File: config.mk
export PLATFORM = sky130hd
export DESIGN_NAME = oam_dma
export DESIGN_NICKNAME = d
export VERILOG_FILES = /design/src/rtl/dma_pkg.sv /design/src/rtl/oam_dma.sv
export SDC_FILE = /design/constraint.sdc
export NUM_CORES = 1
export LEC_CHECK = 0
export CAP_MARGIN = 10
export CORE_MARGIN = 3
export CORE_UTILIZATION = 46
export CTS_CLUSTER_DIAMETER = 50
export DETAILED_ROUTE_END_ITERATION = 10
export HOLD_SLACK_MARGIN = 0.06
export PLACE_DENSITY_LB_ADDON = 0.1
export SYNTH_ARGS = -nofsm -noshare
export SYNTH_HDL_FRONTEND = slang
export SYNTH_SLANG_ARGS = --single-unit
export TNS_END_PERCENT = 100
File: constraint.sdc
create_clock -name clk -period 2.8 [get_ports clk]
set_clock_uncertainty 0.1 [all_clocks]
set_input_delay 0.56 -clock clk [delete_from_list [all_inputs] [get_ports clk]]
set_output_delay 0.56 -clock clk [all_outputs]
set_load 0.05 [all_outputs]
File: src/rtl/dma_pkg.sv
// -----------------------------------------------------------------------------
// dma_pkg
// Shared definitions for the sprite DMA controller (oam_dma).
//   dma_state_t        : controller state encoding
//   DEF_DMA_REG_ADDR   : default CPU write address that starts a transfer
//   DEF_OAM_DATA_ADDR  : default destination address of every DMA write
//   DEF_XFER_LEN       : default bytes per transfer (power of two, <= 256)
// -----------------------------------------------------------------------------
package dma_pkg;

  localparam logic [15:0] DEF_DMA_REG_ADDR  = 16'h4014;
  localparam logic [15:0] DEF_OAM_DATA_ADDR = 16'h2004;
  localparam int          DEF_XFER_LEN      = 256;

  typedef enum logic [2:0] {
    IDLE,   // CPU owns the bus
    HALT,   // first stolen cycle, dummy read
    ALIGN,  // optional extra dummy read so READ lands on an even cycle
    READ,   // fetch source byte (even cycle)
    WRITE   // store byte to OAM data port (odd cycle)
  } dma_state_t;

endpackage : dma_pkg

File: src/rtl/oam_dma.sv
// -----------------------------------------------------------------------------
// oam_dma
// Sprite DMA controller and bus arbiter between the 6502 core and the shared
// system bus. A CPU write to DMA_REG_ADDR stalls the CPU, copies XFER_LEN
// bytes from page {PP,00} to OAM_DATA_ADDR, then hands the bus back.
//
// Ports:
//   clk         in   system clock, rising edge
//   reset       in   synchronous, active-high reset
//   cpu_rw      in   CPU bus direction (1 = read, 0 = write)
//   cpu_addr    in   CPU address [15:0]
//   cpu_wdata   in   CPU write data [7:0]
//   cpu_rdy     out  0 = CPU must stall and hold its request
//   bus_rw      out  arbitrated bus direction
//   bus_addr    out  arbitrated bus address [15:0]
//   bus_wdata   out  arbitrated write data [7:0]
//   bus_rdata   in   read data from the bus [7:0]
//   dma_active  out  1 while the DMA owns the bus
//
// XFER_LEN must be a power of two no larger than 256; the 8-bit index wraps
// inside the source page and never carries into the page byte.
// -----------------------------------------------------------------------------
module oam_dma
  import dma_pkg::*;
#(
  parameter logic [15:0] DMA_REG_ADDR  = DEF_DMA_REG_ADDR,
  parameter logic [15:0] OAM_DATA_ADDR = DEF_OAM_DATA_ADDR,
  parameter int          XFER_LEN      = DEF_XFER_LEN
) (
  input  logic        clk,
  input  logic        reset,
  input  logic        cpu_rw,
  input  logic [15:0] cpu_addr,
  input  logic [7:0]  cpu_wdata,
  output logic        cpu_rdy,
  output logic        bus_rw,
  output logic [15:0] bus_addr,
  output logic [7:0]  bus_wdata,
  input  logic [7:0]  bus_rdata,
  output logic        dma_active
);

  localparam logic [7:0] LAST_IDX = 8'(XFER_LEN - 1);

  dma_state_t r_state;
  logic       r_parity;  // 0 on even cycles, 1 on odd cycles
  logic [7:0] r_idx;
  logic [7:0] r_page;
  logic [7:0] r_buf;

  logic       w_trigger;

  // The triggering write is still passed through to the bus this cycle.
  assign w_trigger = (r_state == IDLE) && !cpu_rw && (cpu_addr == DMA_REG_ADDR);

  // NOTE: every register here uses non-blocking assignment so all state
  // updates see the pre-edge values of one another, as real flops do.
  always_ff @(posedge clk) begin
    if (reset) begin
      r_state  <= IDLE;
      r_parity <= 1'b0;
      r_idx    <= 8'h00;
      r_page   <= 8'h00;
      r_buf    <= 8'h00;
    end else begin
      r_parity <= ~r_parity;
      case (r_state)
        IDLE: begin
          if (w_trigger) begin
            r_page  <= cpu_wdata;
            r_idx   <= 8'h00;
            r_state <= HALT;
          end
        end
        HALT: begin
          // Parity in the next cycle is ~r_parity; READ must fall on even
          // cycles, so go straight to READ only when the current cycle is odd.
          r_state <= r_parity ? READ : ALIGN;
        end
        ALIGN: begin
          r_state <= READ;
        end
        READ: begin
          r_buf   <= bus_rdata;
          r_state <= WRITE;
        end
        WRITE: begin
          if (r_idx == LAST_IDX) begin
            r_idx   <= 8'h00;
            r_state <= IDLE;
          end else begin
            r_idx   <= r_idx + 8'h01;
            r_state <= READ;
          end
        end
        default: begin
          r_state <= IDLE;
        end
      endcase
    end
  end

  // Bus mux: passthrough in IDLE, DMA-driven otherwise.
  // NOTE: each output gets a default before the case so no path leaves it
  // unassigned, which would otherwise infer a latch.
  always_comb begin
    cpu_rdy    = (r_state == IDLE);
    dma_active = (r_state != IDLE);
    bus_rw     = 1'b1;
    bus_addr   = {r_page, 8'h00};  // dummy-read address for HALT/ALIGN
    bus_wdata  = r_buf;            // ignored by slaves while bus_rw = 1
    case (r_state)
      IDLE: begin
        bus_rw    = cpu_rw;
        bus_addr  = cpu_addr;
        bus_wdata = cpu_wdata;
      end
      READ: begin
        bus_addr = {r_page, r_idx};
      end
      WRITE: begin
        bus_rw   = 1'b0;
        bus_addr = OAM_DATA_ADDR;
      end
      default: ;
    endcase
  end

endmodule : oam_dma

# ---- Word level (Yosys, flattened, before mapping)
# Index checks and enable logic that the tools add are counted.
dict set report op_classes {
  addsub 1
  mul 0
  div 0
  magnitude_cmp 0
  eq_ne 7
  n_shift 0
  muxes 10
  bitwise 1
  n_reduce_logical 8
}
# cell count
set ops {}
lappend ops {{one-hot mux 16 bit (3 select lines)} 1}
lappend ops {{two-way mux 8 bit} 3}
lappend ops {{== test 16 x 15 -> 1 bit, second input constant} 1}
lappend ops {{one-hot mux 8 bit (2 select lines)} 1}
lappend ops {{one-hot mux 3 bit (5 select lines)} 1}
lappend ops {{adder 8 x 1 -> 8 bit, second input constant} 1}
lappend ops {{== test 8 bit, second input constant} 1}
lappend ops {{== test 3 x 2 -> 1 bit, second input constant} 2}
lappend ops {{AND reduction 2 bit} 2}
lappend ops {{== test 3 x 1 -> 1 bit, second input constant} 1}
lappend ops {{== test 3 bit, second input constant} 1}
lappend ops {{logical NOT 3 bit} 1}
lappend ops {{two-way mux 3 bit} 1}
lappend ops {{nonzero test 3 bit} 1}
lappend ops {{logical AND 1 bit} 2}
lappend ops {{two-way mux 2 bit} 1}
lappend ops {{inequality test 2 x 1 -> 1 bit, second input constant} 1}
lappend ops {{one-hot mux 1 bit (2 select lines)} 1}
lappend ops {{nonzero test 2 bit} 1}
lappend ops {{logical NOT 1 bit} 1}
lappend ops {{two-way mux 1 bit} 1}
lappend ops {{NOT 1 bit} 1}
dict set report word_totals {
  ff_bits 28
  latch_bits 0
  ramBits 0
  mem_bits_ro 0
  in_bits 35
  out_inout_bits 27
  word_cells 32
  mem_count 0
}

# ---- Longest topological paths before layout
# Gate-level depths: netlist of the first run.
dict set report depth {
  ltp_word 5
  ltp_mapped 7
  mapped_depth_nobuf 5
}

# ---- Worst setup path after synthesis of the first run
# Ideal clock, no wire load.
dict set report synth_timing {
  kind {register to output}
  start {register r_state[0]}
  end {output port bus_addr[5]}
  arrival_ns 1.868
  required_ns 2.140
  path_slack_ns 0.272
  stages_incl_launch_ff 6
  path_buffers 2
  path_cell_list {dfxtp_1 > buf_2 > or3_4 > inv_2 > buf_2 > a22o_1}
}
dict set report synth_via {
  elab_chain_len 2
  word_cells_on_any_way 4
  classes_between {eq/ne (2); mux (1); reduce/logical (1)}
}
# element line_no
set synth_lines {}
lappend synth_lines {{from (decl)} oam_dma.sv:45} ;# dma_state_t r_state;
lappend synth_lines {{from (signal assigned)} oam_dma.sv:78} ;# r_state <= r_parity ? READ : ALIGN;
lappend synth_lines {{logical NOT 3 bit} --}
lappend synth_lines {{named net cpu_rdy} oam_dma.sv:35} ;# output logic cpu_rdy,
lappend synth_lines {{one-hot mux 16 bit (3 select lines)} oam_dma.sv:112} ;# case (r_state)
lappend synth_lines {{to (decl)} oam_dma.sv:37} ;# output logic [15:0] bus_addr,
# The timed path passes the listed nets, and every way through them passes these cells.

# ---- Worst setup path in the final report of the first run
dict set report layout_timing {
  start {register r_state[0]}
  end {output port bus_wdata[0]}
}
dict set report layout_via {
  elab_chain_len 2
}
# element line_no
set layout_lines {}
lappend layout_lines {{logical NOT 3 bit} oam_dma.sv:112}
lappend layout_lines {{two-way mux 8 bit} oam_dma.sv:112}
lappend layout_lines {{to (decl)} oam_dma.sv:38} ;# output logic [7:0] bus_wdata,
# No other way between the ends.

==> out/metrics.yaml, run 1 <==
run_status:
  outcome: "completed"
global_route:
  top_usage_layer: "met2"
  number_of_global_route_vias_before_repair: 1586
  grt_first_pass_wirelength_um: 7440
  gr-usage-met1_pct: 29.4
  global_route.overflow_total: 0
  grt.met3_usage_pct: 3.21
  grt_max_degree: 25
  grt_usage_pct: 23.1
  grt_antenna_before_repair: 0
  globalRouteMet2Util_pct: 39.9
placement:
  port_buffer_count: 61
  place_congestion: 0.892
  half_perimeter_wire_length_after_detailed_placement_um: 3610
cells_and_area:
  area.growth.synth_to_final_pct: 50.7
  antenna_cells_inserted: 0
  drive_gt1_share_pct: 16.3
  finalNetCount: 278
worst_setup_path:
  crit_required_ns: 2.14
  maximum_cell_stage_delay_along_the_critical_path_ns: 0.44
  end_kind: "output port"
  reg2reg_slack_ns: 0.66
  worstPathArrival_ns: 2.00
  cp.buffers_inverters: 2
  crit_path_start_kind: "flop"
  timing.setup.critical_path_class: "flop to output port"
  path_cells: "or3_4 -> clkinv_2 -> mux2_1 -> buf_4"
  crit_slowest_cell: "or3_4"
  critical-path-top-delay-family: "buffers and inverters"
  crit_fanout: 24
sta:
  timing_limited_maximum_frequency_mhz: 376
  worst-slew-pin-transition_ns: 0.603
  fin_crit_ns: 2.66
  report.final.slew_viol_count: 0
  timing.max_slew.rel_slack_pct: 59.8
  rsz_0062_raised_after_global_routing: "no"
  final.period_utilization_pct: 94.9
  hold_viol_final: 0
  setup_total_negative_slack_ns: 0
  report.final.setup_viol: 0
clock_network:
  clk_root_buffer_cell: "clkbuf_4"
  cts.path.max_buffers: 2
  tritoncts_num_sinks: 28
  cts_post_setup_buffers_inserted: 0
  cts.clk_slew.worst_paths_ns: 0.14
  cts.htree.levels: 1
  tritoncts: "done"
  cts_buffers: 3
  worst_skew_pair.late_latency_ns: 0.32
die:
  initial_core_util_pct: 49.3
  num_io_pins: 62
  placementRows: 20
  design.core.area_um2: 3100
  horizontal_die_dimension_um: 63.7
  die_y_um: 63.7
  die_area_um2: 4050
synthesis:
  count_of_yosys_warnings_during_synthesis: 0
  synth_area_per_cell_um2: 8.13
  ys_seq_elements: 28
  ys.flop_type: "dfxtp_1"
  synth_area_um2: 1530
  synth_sequential_area_ratio_pct: 36.7
  count_of_flip_flops_with_a_built_in_enable_after_synthesis: 0
  yosys.cell_count.top_type: "nand2_1"
  synthArstFlopShare_pct: 0
  synth_nets: 224
  ys_types: 40
  post-synth-top-area-fraction_pct: 36.7
  synth.top_cells.by_area: "dfxtp_1, a22o_1, nand2_1, a21oi_1, mux2_1"
  synth_top_area_cell: "dfxtp_1"
  synth_top_cells_by_count: "nand2_1, dfxtp_1, a21oi_1"
  syn-instance-count: 188
detailed_routing:
  antenna_violating_nets_post_route: 0
  wirelength_um: 4530
  vias: 1653
  drtIter0Drc: 151
  detail_route.wl_per_cell_um: 15.9
  tritonroute_pass_1_iters: 4
  drt_drc_violations_left: 0
  number_of_vias_per_cell_after_detailed_routing: 5.82
pwr:
  leakage_nw: 0.866
  p_per_area_nw_per_um2: 564
  total_power_w: 0.00130
  power.ir.vdd_worst_mv: 0.418
worst_hold_path:
  hold_class: "flop to flop"
job:
  maxCapViolCount: 0
layer usage:
layer	vias to the layer above	part of all wire, %
met2	88	50
li1	790	-
met3	4	7.9
met1	771	41
met4	0	1.3
met5	-	0
cell usage in the layout (no fill, tap or decap), types with 3 or more instances in the layout:
cell,netlist,layout
buf_4,0,13
nand3_1,11,11
buf_12,0,16
o21ai_1,11,11
o21ai_0,3,3
nand2b_1,4,4
nor2_1,7,7
a22o_1,13,13
dfxtp_1,28,28
and2_1,3,3
a31oi_1,3,3
clkdlybuf4s50_1,0,35
mux2_1,8,8
a21oi_1,21,21
clkbuf_4,0,3
nand2_1,29,29
registers in the layout, indices dropped and copies added (netlist names):
signal / cells
r_page: 8
r_buf: 8
r_parity: 1
r_idx: 8
r_state: 3
worst register-to-register path: stages, from the launching register on:
cell and delay, ns:
dfxtp_1 0.41, or3_4 0.44, clkinv_2 0.26, nand2_1 0.14, buf_4 0.20, o21ai_2 0.31, a311oi_1 0.17
power breakdown:
group,internal (W),leakage (nW),switching (W)
logic,0.000306,0.627,0.000419
clock network,0.0000505,0.0138,0.000111
registers,0.000405,0.226,0.00000855
total,0.000761,0.866,0.000539
timing repair:
| action | in CTS | in global routing |
|---|---|---|
| hold buffers | 0 | 0 |
| gates resized for setup | 0 | 1 |
| setup endpoints to repair | 0 | 8 |
final timing paths:
kind / cells past startpoint / from / to
hold / removal: 1 / r_parity / r_parity
hold reg to reg: 1 / r_parity / r_parity
setup reg to reg: 6 / r_state[0] / r_idx[3]
setup / recovery: 4 / r_state[0] / bus_wdata[0]
final cells by class:
type / instances / area, um^2
Fill cell: 277 / 798
Sequential cell: 28 / 561
Timing Repair Buffer: 64 / 768
Tap cell: 44 / 55.1
Clock buffer: 3 / 22.5
Inverter: 2 / 8.76
Multi-Input combinational cell: 143 / 890
logic make-up after synthesis:
kind of cell | after synthesis | synth area share [%]
fa+ha+maj | 1 | 0.818
simple gates | 69 | 23.2
buf+inv | 17 | 5.16
mux | 8 | 5.89
flops | 28 | 36.7
compound gates | 65 | 28.3
per-stage QoR:
stage	std cells	worst slack, ns	utilization (%)	hold slack (ns)	instance area (um^2)
after global placement	281	0.473	73.5	0.307	2280
after CTS	284	0.0588	74.2	0.330	2300
final	284	0.143	74.3	0.329	2300
after detailed placement	281	0.443	73.5	0.311	2280
after floorplan	188	0.272	-	0.294	1530
after global routing	284	0.00527	74.3	0.357	2300
Note: power is estimated with default switching activity, not from simulation.
==> inputs of run 2 (changes only) <==
- CORE_MARGIN: 3 -> unset
==> run 2 against run 1 <==
Critical endpoint is now bus_wdata[6]. Via count grew 0.54%. Global-route usage grew 5.3 points. Design area grew 0.65%. Setup slack lost 0.0097 ns.
==> out/metrics.yaml, run 2 (same netlist as run 1, synthesis figures left out) <==
run_status:
  outcome: "completed"
placement:
  place_congestion: 0.874  # -2.0%
  half_perimeter_wire_length_after_detailed_placement_um: 3680  # +2.1%
  port_buffer_count: 61  # unchanged
  preCtsSetupSlack_ns: 0.447  # +0.00357 ns
global_route:
  grt_usage_pct: 28.4  # +5.3 points
  grt_antenna_before_repair: 0  # unchanged
  grt_first_pass_wirelength_um: 7520  # +1.1%
  global_route.overflow_total: 0  # unchanged
  grt_max_degree: 25  # unchanged
  number_of_global_route_vias_before_repair: 1636  # +3.2%
worst_setup_path:
  critical_path.reg2reg.startpoint: "r_state[0]"
  crit_required_ns: 2.14  # about the same
  reg2reg_slack_ns: 0.65  # about the same
  crit_path_start_kind: "flop"
  timing.setup.critical_path_class: "flop to output port"
  worstPathArrival_ns: 2.01  # about the same
  r2r-end: "r_idx[7]"
  end_kind: "output port"
  crit_fanout: 24  # unchanged
  worstRegToRegCells: 6  # unchanged
detailed_routing:
  wirelength_um: 4720  # +4.1%
  drtIter0Drc: 88  # -42%
  tritonroute_pass_1_iters: 4  # unchanged
  vias: 1662  # +0.54%
  antenna_violating_nets_post_route: 0  # unchanged
  drt_drc_violations_left: 0  # unchanged
  detail_route.wl_per_cell_um: 16.5  # +3.7%
  number_of_vias_per_cell_after_detailed_routing: 5.83  # +0.19%
sta:
  hold_viol_final: 0  # unchanged
  worst-slew-pin-transition_ns: 0.501  # -0.102 ns
  fin_crit_ns: 2.67  # +0.00969 ns
  report.final.slew_viol_count: 0  # unchanged
  timing_limited_maximum_frequency_mhz: 375  # -0.36%
  worst_slack_ns: 0.133  # -0.00969 ns
  setup_total_negative_slack_ns: 0  # unchanged
  report.final.setup_viol: 0  # unchanged
  rsz_0062_raised_after_global_routing: "no"
  final.period_utilization_pct: 95.2  # +0.35 points
  timing.max_slew.rel_slack_pct: 66.5  # +6.7 points
clock_network:
  clk_root_buffer_cell: "clkbuf_4"
  cts_post_setup_buffers_inserted: 0  # unchanged
  cts.htree.levels: 1  # unchanged
  cts_hold_repair.buffers: 0  # unchanged
  worst_skew_pair.late_latency_ns: 0.33  # about the same
  tritoncts: "done"
  cts.clk_slew.worst_paths_ns: 0.15  # about the same
  cts_buffers: 3  # unchanged
  tritoncts_num_sinks: 28  # unchanged
  cts.path.max_buffers: 2  # unchanged
worst_hold_path:
  hold-path-cell-count: 1  # unchanged
  hold_class: "flop to flop"
  timing.hold.worst_endpoint: "r_parity"
  holdCritStartpoint: "r_parity"
pwr:
  leakage_nw: 0.874  # +0.92%
  p_per_area_nw_per_um2: 578  # +2.5%
  power.ir.vdd_worst_mv: 0.343  # -18%
cells_and_area:
  layout.cells.most_common: "clkdlybuf4s50_1"
  regArea_um2: 561  # unchanged
  top_regs: "r_buf: 8 flops, r_idx: 8 flops, r_page: 8 flops"
  multi_input_comb_area_um2: 891  # +0.14%
  drive_gt1_share_pct: 17.0  # +0.76 points
  antenna_cells_inserted: 0  # unchanged
  nFillCells: 271  # -2.2%
  finalNetCount: 278  # unchanged
  most-common-layout-cells: "clkdlybuf4s50_1, nand2_1, dfxtp_1, a21oi_1, buf_12"
  area.growth.synth_to_final_pct: 51.7
die:
  num_io_pins: 62  # unchanged
  placementRows: 20  # unchanged
  horizontal_die_dimension_um: 59.7  # -6.3%
  die_y_um: 59.7  # -6.3%
  die_area_um2: 3560  # -12%
  design.core.area_um2: 3100  # unchanged
  initial_core_util_pct: 49.3  # unchanged
job:
  maxCapViolCount: 0  # unchanged
## run 2: changes by cell type in the layout (fill, tap and decap cells not counted), sizes merged
cell,previous run,this run
clkbuf,3,4
## run 2: per-stage QoR
stage | total power (W) | util, % | cells | instance area (um^2) | hold slack, ns
after CTS | 0.00134 | 74.7 | 285 | 2320 | 0.327
after floorplan | 0.000836 | - | 188 | 1530 | 0.294
after global routing | 0.00139 | 74.8 | 285 | 2320 | 0.336
after global placement | 0.00114 | 73.5 | 281 | 2280 | 0.307
final | 0.00134 | 74.8 | 285 | 2320 | 0.326
after detailed placement | 0.00115 | 73.5 | 281 | 2280 | 0.307
## run 2: power breakdown
part	internal [W]	switching (W)	leakage (nW)
Clock	0.0000798	0.000120	0.0210
Sequential	0.000405	0.00000857	0.226
Combinational	0.000306	0.000421	0.627
Total	0.000791	0.000550	0.874
## run 2: layout make-up
type	count	area share [%]
multi-input combinational	143	38.4
tap	44	2.37
timing repair buffer	64	33.1
sequential	28	24.2
clock buffer	4	1.56
inverter	2	0.378
## run 2: worst max path at each step
stage               startpoint           end  slack, ns  cells past startpoint
detailed placement  r_state[0]  bus_wdata[6]       0.45                      4
global route        r_state[0]  bus_wdata[6]       0.03                      4
global placement    r_state[0]  bus_wdata[0]       0.48                      4
floorplan           r_state[0]   bus_addr[5]       0.27                      5
finish              r_state[0]  bus_wdata[6]       0.13                      4
CTS                 r_state[0]  bus_wdata[3]       0.05                      4
## run 2: per-layer routing
| metal | GRT usage, % | vias to the layer above | wire, um |
|---|---|---|---|
| li1 | - | 801 | - |
| met1 | 34.7 | 756 | 1900 |
| met2 | 48.7 | 96 | 2320 |
| met3 | 4.98 | 9 | 416 |
| met4 | 12.0 | 0 | 79 |
| met5 | 0 | - | 0 |
## run 2: what timing repair did
action                                 in CTS  in global routing
setup endpoints to repair                   0                 16
gates resized for setup                     0                  2
endpoints found under the hold margin       0                  0
## run 2: critical path, stage by stage (launching register included)
cell	delay (ns)
dfxtp_1	0.41
or3_4	0.43
clkinv_2	0.26
mux2_1	0.37
buf_4	0.19
